$ cat src/rtl/alu_arb_pkg.sv
// Shared definitions for the two-requester ALU1 arbiter.
//   arb_state_e : arbiter FSM states
//   FLAG_*      : bit positions inside the captured flag vector {ERR,OFLOW,COUT,G,L,E}
//   CMD_MUL_*   : arithmetic-mode commands that take the longer multiply latency
package alu_arb_pkg;

  typedef enum logic [1:0] {IDLE, ISSUE, WAIT, RESP} arb_state_e;

  localparam int FLAG_W     = 6;
  localparam int FLAG_ERR   = 5;
  localparam int FLAG_OFLOW = 4;
  localparam int FLAG_COUT  = 3;
  localparam int FLAG_G     = 2;
  localparam int FLAG_L     = 1;
  localparam int FLAG_E     = 0;

  localparam logic [3:0] CMD_MUL_A = 4'd9;
  localparam logic [3:0] CMD_MUL_B = 4'd10;

  function automatic logic is_mul(input logic mode, input logic [3:0] cmd);
    return mode && ((cmd == CMD_MUL_A) || (cmd == CMD_MUL_B));
  endfunction

endpackage

$ cat src/rtl/alu_rr_pick.sv
// Combinational 2-way round-robin picker.
//   req_valid_i : per-requester valid
//   pri_i       : requester that wins when both are valid
//   en_i        : grant enable; grant is all-zero when low
//   gnt_o       : one-hot grant (or zero)
//   idx_o       : index of the selected requester (meaningful when gnt_o != 0)
module alu_rr_pick (
  input  logic [1:0] req_valid_i,
  input  logic       pri_i,
  input  logic       en_i,
  output logic [1:0] gnt_o,
  output logic       idx_o
);

  always_comb begin
    idx_o = 1'b0;
    gnt_o = 2'b00;
    if (req_valid_i == 2'b11) idx_o = pri_i;
    else                      idx_o = req_valid_i[1];
    if (en_i && (req_valid_i != 2'b00)) gnt_o = idx_o ? 2'b10 : 2'b01;
  end

endmodule

$ cat src/rtl/alu_share_arb.sv
// Shares one ALU1 instance between two requesters with round-robin arbitration.
//   CLK/RST            : clock, asynchronous active-high reset
//   REQ_*              : per-requester operation channel (valid/ready, packed operands)
//   RSP_*              : per-requester response channel; RES/FLAGS shared, valid per requester
//   ALU_*  (outputs)   : registered operation driven into ALU1, ALU_CE pulses once per operation
//   ALU_*  (inputs)    : ALU1 result and flags
//   BUSY               : arbiter is not in IDLE
//   GNT_ID             : requester currently owning the ALU
module alu_share_arb
  import alu_arb_pkg::*;
#(
  parameter int INPUT   = 8,
  parameter int ALU_LAT = 1,
  parameter int MUL_LAT = 2
) (
  input  logic                 CLK,
  input  logic                 RST,
  input  logic [1:0]           REQ_VALID,
  output logic [1:0]           REQ_READY,
  input  logic [2*INPUT-1:0]   REQ_OPA,
  input  logic [2*INPUT-1:0]   REQ_OPB,
  input  logic [1:0]           REQ_CIN,
  input  logic [7:0]           REQ_CMD,
  input  logic [1:0]           REQ_MODE,
  input  logic [3:0]           REQ_OPV,
  output logic [1:0]           RSP_VALID,
  input  logic [1:0]           RSP_READY,
  output logic [2*INPUT-1:0]   RSP_RES,
  output logic [FLAG_W-1:0]    RSP_FLAGS,
  output logic [INPUT-1:0]     ALU_OPA,
  output logic [INPUT-1:0]     ALU_OPB,
  output logic                 ALU_CIN,
  output logic                 ALU_CE,
  output logic                 ALU_MODE,
  output logic [3:0]           ALU_CMD,
  output logic [1:0]           ALU_VALID,
  input  logic [2*INPUT-1:0]   ALU_RES,
  input  logic                 ALU_ERR,
  input  logic                 ALU_OFLOW,
  input  logic                 ALU_COUT,
  input  logic                 ALU_G,
  input  logic                 ALU_L,
  input  logic                 ALU_E,
  output logic                 BUSY,
  output logic                 GNT_ID
);

  localparam int MAX_LAT = (MUL_LAT > ALU_LAT) ? MUL_LAT : ALU_LAT;
  localparam int CNT_W   = $clog2(MAX_LAT + 1);

  arb_state_e            state_q;
  logic                  pri_q;
  logic                  gnt_q;
  logic [CNT_W-1:0]      cnt_q;
  logic                  ce_q;
  logic [INPUT-1:0]      opa_q;
  logic [INPUT-1:0]      opb_q;
  logic                  cin_q;
  logic                  mode_q;
  logic [3:0]            cmd_q;
  logic [1:0]            opv_q;
  logic [1:0]            rsp_vld_q;
  logic [2*INPUT-1:0]    res_q;
  logic [FLAG_W-1:0]     flags_q;

  logic [1:0]            pick_gnt;
  logic                  pick_idx;

  // Grants are only offered in IDLE; gating with RST keeps REQ_READY at zero
  // while reset is asserted, like every other output.
  alu_rr_pick u_pick (
    .req_valid_i (REQ_VALID),
    .pri_i       (pri_q),
    .en_i        ((state_q == IDLE) && !RST),
    .gnt_o       (pick_gnt),
    .idx_o       (pick_idx)
  );

  always_ff @(posedge CLK or posedge RST) begin
    if (RST) begin
      state_q   <= IDLE;
      pri_q     <= 1'b0;
      gnt_q     <= 1'b0;
      cnt_q     <= '0;
      ce_q      <= 1'b0;
      opa_q     <= '0;
      opb_q     <= '0;
      cin_q     <= 1'b0;
      mode_q    <= 1'b0;
      cmd_q     <= '0;
      opv_q     <= '0;
      rsp_vld_q <= '0;
      res_q     <= '0;
      flags_q   <= '0;
    end else begin
      case (state_q)
        IDLE: begin
          if (pick_gnt != 2'b00) begin
            opa_q   <= pick_idx ? REQ_OPA[2*INPUT-1:INPUT] : REQ_OPA[INPUT-1:0];
            opb_q   <= pick_idx ? REQ_OPB[2*INPUT-1:INPUT] : REQ_OPB[INPUT-1:0];
            cin_q   <= REQ_CIN[pick_idx];
            mode_q  <= REQ_MODE[pick_idx];
            cmd_q   <= pick_idx ? REQ_CMD[7:4] : REQ_CMD[3:0];
            opv_q   <= pick_idx ? REQ_OPV[3:2] : REQ_OPV[1:0];
            gnt_q   <= pick_idx;
            ce_q    <= 1'b1;
            state_q <= ISSUE;
          end
        end
        ISSUE: begin
          // ALU1 samples CE at the end of this cycle; its output is valid LAT
          // edges later, so the capture happens one edge after that, once the
          // counter has run from LAT down to zero.
          ce_q    <= 1'b0;
          cnt_q   <= is_mul(mode_q, cmd_q) ? CNT_W'(MUL_LAT) : CNT_W'(ALU_LAT);
          state_q <= WAIT;
        end
        WAIT: begin
          if (cnt_q == '0) begin
            res_q                <= ALU_RES;
            flags_q[FLAG_ERR]    <= ALU_ERR;
            flags_q[FLAG_OFLOW]  <= ALU_OFLOW;
            flags_q[FLAG_COUT]   <= ALU_COUT;
            flags_q[FLAG_G]      <= ALU_G;
            flags_q[FLAG_L]      <= ALU_L;
            flags_q[FLAG_E]      <= ALU_E;
            rsp_vld_q            <= gnt_q ? 2'b10 : 2'b01;
            state_q              <= RESP;
          end else begin
            cnt_q <= cnt_q - 1'b1;
          end
        end
        RESP: begin
          // rsp_vld_q is one-hot on the owner, so a ready from the other
          // requester cannot complete the handshake.
          if ((rsp_vld_q & RSP_READY) != 2'b00) begin
            rsp_vld_q <= 2'b00;
            pri_q     <= ~gnt_q;
            state_q   <= IDLE;
          end
        end
        default: state_q <= IDLE;
      endcase
    end
  end

  assign REQ_READY = pick_gnt;
  assign RSP_VALID = rsp_vld_q;
  assign RSP_RES   = res_q;
  assign RSP_FLAGS = flags_q;
  assign ALU_OPA   = opa_q;
  assign ALU_OPB   = opb_q;
  assign ALU_CIN   = cin_q;
  assign ALU_CE    = ce_q;
  assign ALU_MODE  = mode_q;
  assign ALU_CMD   = cmd_q;
  assign ALU_VALID = opv_q;
  assign BUSY      = (state_q != IDLE);
  assign GNT_ID    = gnt_q;

endmodule
$ cat config.mk
export PLATFORM = sky130hd
export DESIGN_NAME = alu_share_arb
export DESIGN_NICKNAME = d
export VERILOG_FILES = /design/src/rtl/alu_arb_pkg.sv /design/src/rtl/alu_rr_pick.sv /design/src/rtl/alu_share_arb.sv
export SDC_FILE = /design/constraint.sdc
export NUM_CORES = 1
export LEC_CHECK = 0
export CAP_MARGIN = 20
export CORE_UTILIZATION = 44
export CTS_BUF_LIST = sky130_fd_sc_hd__clkbuf_4 sky130_fd_sc_hd__clkbuf_8
export CTS_CLUSTER_DIAMETER = 30
export DETAILED_ROUTE_END_ITERATION = 10
export PLACE_DENSITY = 0.89
export SYNTH_ARGS = -nofsm -noshare
export SYNTH_HDL_FRONTEND = slang
export SYNTH_SLANG_ARGS = --single-unit
$ cat constraint.sdc
create_clock -name CLK -period 5.8 [get_ports CLK]
set_clock_uncertainty 0.15 [all_clocks]
set_input_delay 1.16 -clock CLK [delete_from_list [all_inputs] [get_ports CLK]]
set_output_delay 1.16 -clock CLK [all_outputs]
set_load 0.02 [all_outputs]
==> impl_metrics.json <==
{
  "die_area_um2": 5810,
  "startpoint": "RST",
  "n_antenna_cell": 0,
  "die_w_um": 76.2,
  "portBuffers": 128,
  "r2r_start": "state_q[0]$_DFFE_PP0P_",
  "drive_gt1_frac": 0.120,
  "end_kind": "primary output",
  "period_share": 0.744,
  "status": "complete, no violations",
  "clkPwrFrac": 0.106,
  "synth_simple_gate_area_frac": 0.0872,
  "antenna_left": 0,
  "core_um2": 5200,
  "cts_buffer_depth": 2,
  "grt_antenna_before_repair": 0,
  "grt_pass1_vias": 2123,
  "setup-violations-final": 0,
  "cp-start-kind": "input pin",
  "switchingPower_w": 0.000724,
  "grt_pass1_wl_mm": 10.2,
  "cp_slowest_stage_delay_ns": 0.66,
  "crit_family": "buffers and inverters",
  "fin_tns_setup_ns": 0,
  "finish.instance_area_um2": 3850,
  "muxShareOfSynthArea": 0.107,
  "fin_nets": 398,
  "power.leakage_nw": 1.64,
  "crit_required_ns": 4.49,
  "cap_violations": 0,
  "io-pin-count": 129,
  "place_congestion": 0.780,
  "dp_hpwl_mm": 4.49,
  "area_growth_pct": 59.0,
  "clk-insertion-delay-late_ns": 0.30,
  "combPwrFrac": 0.548,
  "path_clk_slew_ns": 0.09,
  "ir_drop_uv": 264,
  "cts_root_buf": "clkbuf_8",
  "yosys.area_share.xor_xnor": 0.00361,
  "synth_nets": 269,
  "rsz0062_at_grt": "false",
  "hold_viol_final": 0,
  "slew-limit-headroom": 0.369,
  "die_y_um": 76.2,
  "synthAdderAreaFrac": 0.0310,
  "rows": 26,
  "placed_cell_area_um2": 3770,
  "setup_ws_ns": 1.48,
  "synth_top_family_by_area": "compound AO/OA/AOI/OAI gates",
  "grt_max_degree": 33,
  "post-route-min-period_ns": 4.32,
  "min_from": "RSP_RES[0]$_DFFE_PP0P_",
  "p_seq_frac": 0.346,
  "cp_max_fo": 26,
  "tightest_slew_ns": 0.944,
  "crit_top_cell": "clkdlybuf4s50_1",
  "ys_types": 25,
  "numClockSinks": 55,
  "synth.yosys.warnings": 0,
  "htreeDepth": 2,
  "wl_per_cell_um": 15.7,
  "route.final.wire_length_mm": 6.06,
  "cts_buffers": 5,
  "switching_share": 0.374,
  "ys_ff_latch": 55,
  "powerDensity_nw_per_um2": 502,
  "ys_seq_area_frac": 0.568,
  "cts_hold_buf": 0,
  "min_path_type": "flop to flop",
  "worstPathArrival_ns": 3.01,
  "path_buf_inv": 3,
  "crit_chain": "clkdlybuf4s50_1 -> nor2b_1 -> nand2_1 -> a21oi_2 -> buf_4 -> clkdlybuf4s50_1",
  "fmax_mhz": 232,
  "post_synth.cell_area_avg_um2": 13.0,
  "start_util": 0.466,
  "netlist_area_um2": 2420,
  "crit_path_top_delay_cell": "clkdlybuf4s50_1",
  "gr-total-overflow": 0,
  "num_vias": 2016,
  "track_usage": 0.224,
  "synth-compound-area-share": 0.158,
  "nFillCells": 347,
  "crit_type": "input pin to primary output",
  "drt_iter0_drc": 91,
  "report.final.slew_viol_count": 0,
  "pre_cts_ws_ns": 1.47,
  "cts_tree": "yes",
  "p_total_w": 0.00194,
  "internal-power_w": 0.00121,
  "syn_inst": 187,
  "first_pass_iters": 4,
  "cts_setup_buffers": 0,
  "drc_errors": 0,
  "ctsResizeCount": 0,
  "vias_per_cell": 5.21
}
==> cells by family after synthesis <==
group / Yosys count
flip-flops: 55
AO/OA/AOI/OAI: 44
AND/OR/NAND/NOR: 36
multiplexers: 23
buffers and inverters: 22
adder cells (fa/ha/maj): 6
XOR/XNOR: 1
==> sequential cells by signal (all words and copies together) (netlist names) <==
signal / cells
RSP_VALID: 2
ALU_CMD: 4
RSP_FLAGS: 6
pri_q: 1
GNT_ID: 1
ALU_OPA: 8
cnt_q: 2
RSP_RES: 16
ALU_CE: 1
ALU_CIN: 1
ALU_MODE: 1
ALU_VALID: 2
ALU_OPB: 8
state_q: 2
==> cell usage after synthesis <==
cell type	instances	area [um2]
nor2b_1	24	150
buf_4	2	15.0
buf_6	2	22.5
a221o_1	24	240
a22o_1	3	26.3
nor3_4	1	16.3
nand2_1	5	18.8
ha_1	6	75.1
inv_1	13	48.8
a41o_1	1	10.0
a21oi_1	1	5.00
o21ai_0	4	20.0
buf_2	5	25.0
a32oi_1	1	8.76
o22ai_1	4	25.0
xor2_1	1	8.76
mux2_2	23	259
dfrtp_1	55	1380
o21bai_1	1	7.51
nand3_1	1	5.00
a21oi_2	2	17.5
nor2_1	4	15.0
nand2b_1	1	6.26
a22oi_1	2	15.0
o31ai_1	1	7.51
==> layout make-up <==
class,instances,area (um2),share of cell area
multi-input cells,110,937,0.243
clock inverters,3,20.0,0.00519
well taps,70,87.6,0.0227
flip-flops and latches,55,1380,0.357
repair buffers,131,1320,0.341
clock buffers,5,68.8,0.0179
inverters,13,48.8,0.0127
==> layer usage <==
metal / track usage / share of wire / wire, um
met5: 0 / 0 / 0
met4: 0.0788 / 0.019 / 113
met3: 0.0659 / 0.083 / 501
met2: 0.361 / 0.47 / 2820
met1: 0.288 / 0.43 / 2620
==> cell usage in the layout, fill, tap and decap left out, types with 2 or more instances in the layout <==
cell / instances
clkdlybuf4s50_1: 128
dfrtp_1: 55
nor2b_1: 24
a221o_1: 24
mux2_2: 23
inv_1: 12
ha_1: 6
nand2_1: 5
clkbuf_8: 5
o22ai_1: 4
o21ai_0: 4
nor2_1: 4
a22o_1: 3
a22oi_1: 2
a21oi_2: 2
clkinvlp_4: 2
buf_4: 2
==> final timing paths <==
| kind | cells past startpoint | end | slack, ns |
|---|---|---|---|
| min in group asynchronous | 2 | ALU_CMD[1]$_DFFE_PP0P_ | 1.20 |
| max in group asynchronous | 3 | ALU_CMD[0]$_DFFE_PP0P_ | 3.76 |
| max reg2reg | 5 | cnt_q[1]$_DFFE_PP0P_ | 3.40 |
| min | 1 | RSP_RES[0]$_DFFE_PP0P_ | 0.36 |
| max | 6 | REQ_READY[1] | 1.48 |
| min reg2reg | 1 | RSP_RES[0]$_DFFE_PP0P_ | 0.36 |
==> power by group through the flow <==
| stage | clock (W) | sequential, W | combinational (W) |
|---|---|---|---|
| 6_report | 0.000206 | 0.000670 | 0.00106 |
| 5_1_grt | 0.000230 | 0.000696 | 0.00114 |
| 4_1_cts | 0.000213 | 0.000671 | 0.00107 |
| 3_5_place_dp | 0 | 0.000672 | 0.00107 |
| 3_3_place_gp | 0 | 0.000668 | 0.00103 |
| 2_1_floorplan | 0 | 0.000866 | 0.000390 |
==> stage by stage <==
step | cells | utilization | hold slack (ns)
6_report | 387 | 0.741 | 0.360
3_3_place_gp | 378 | 0.720 | 0.335
4_1_cts | 387 | 0.741 | 0.365
5_1_grt | 387 | 0.741 | 0.385
3_5_place_dp | 379 | 0.724 | 0.342
2_1_floorplan | 187 | - | 0.323
Power figures use the tool's default switching activity.
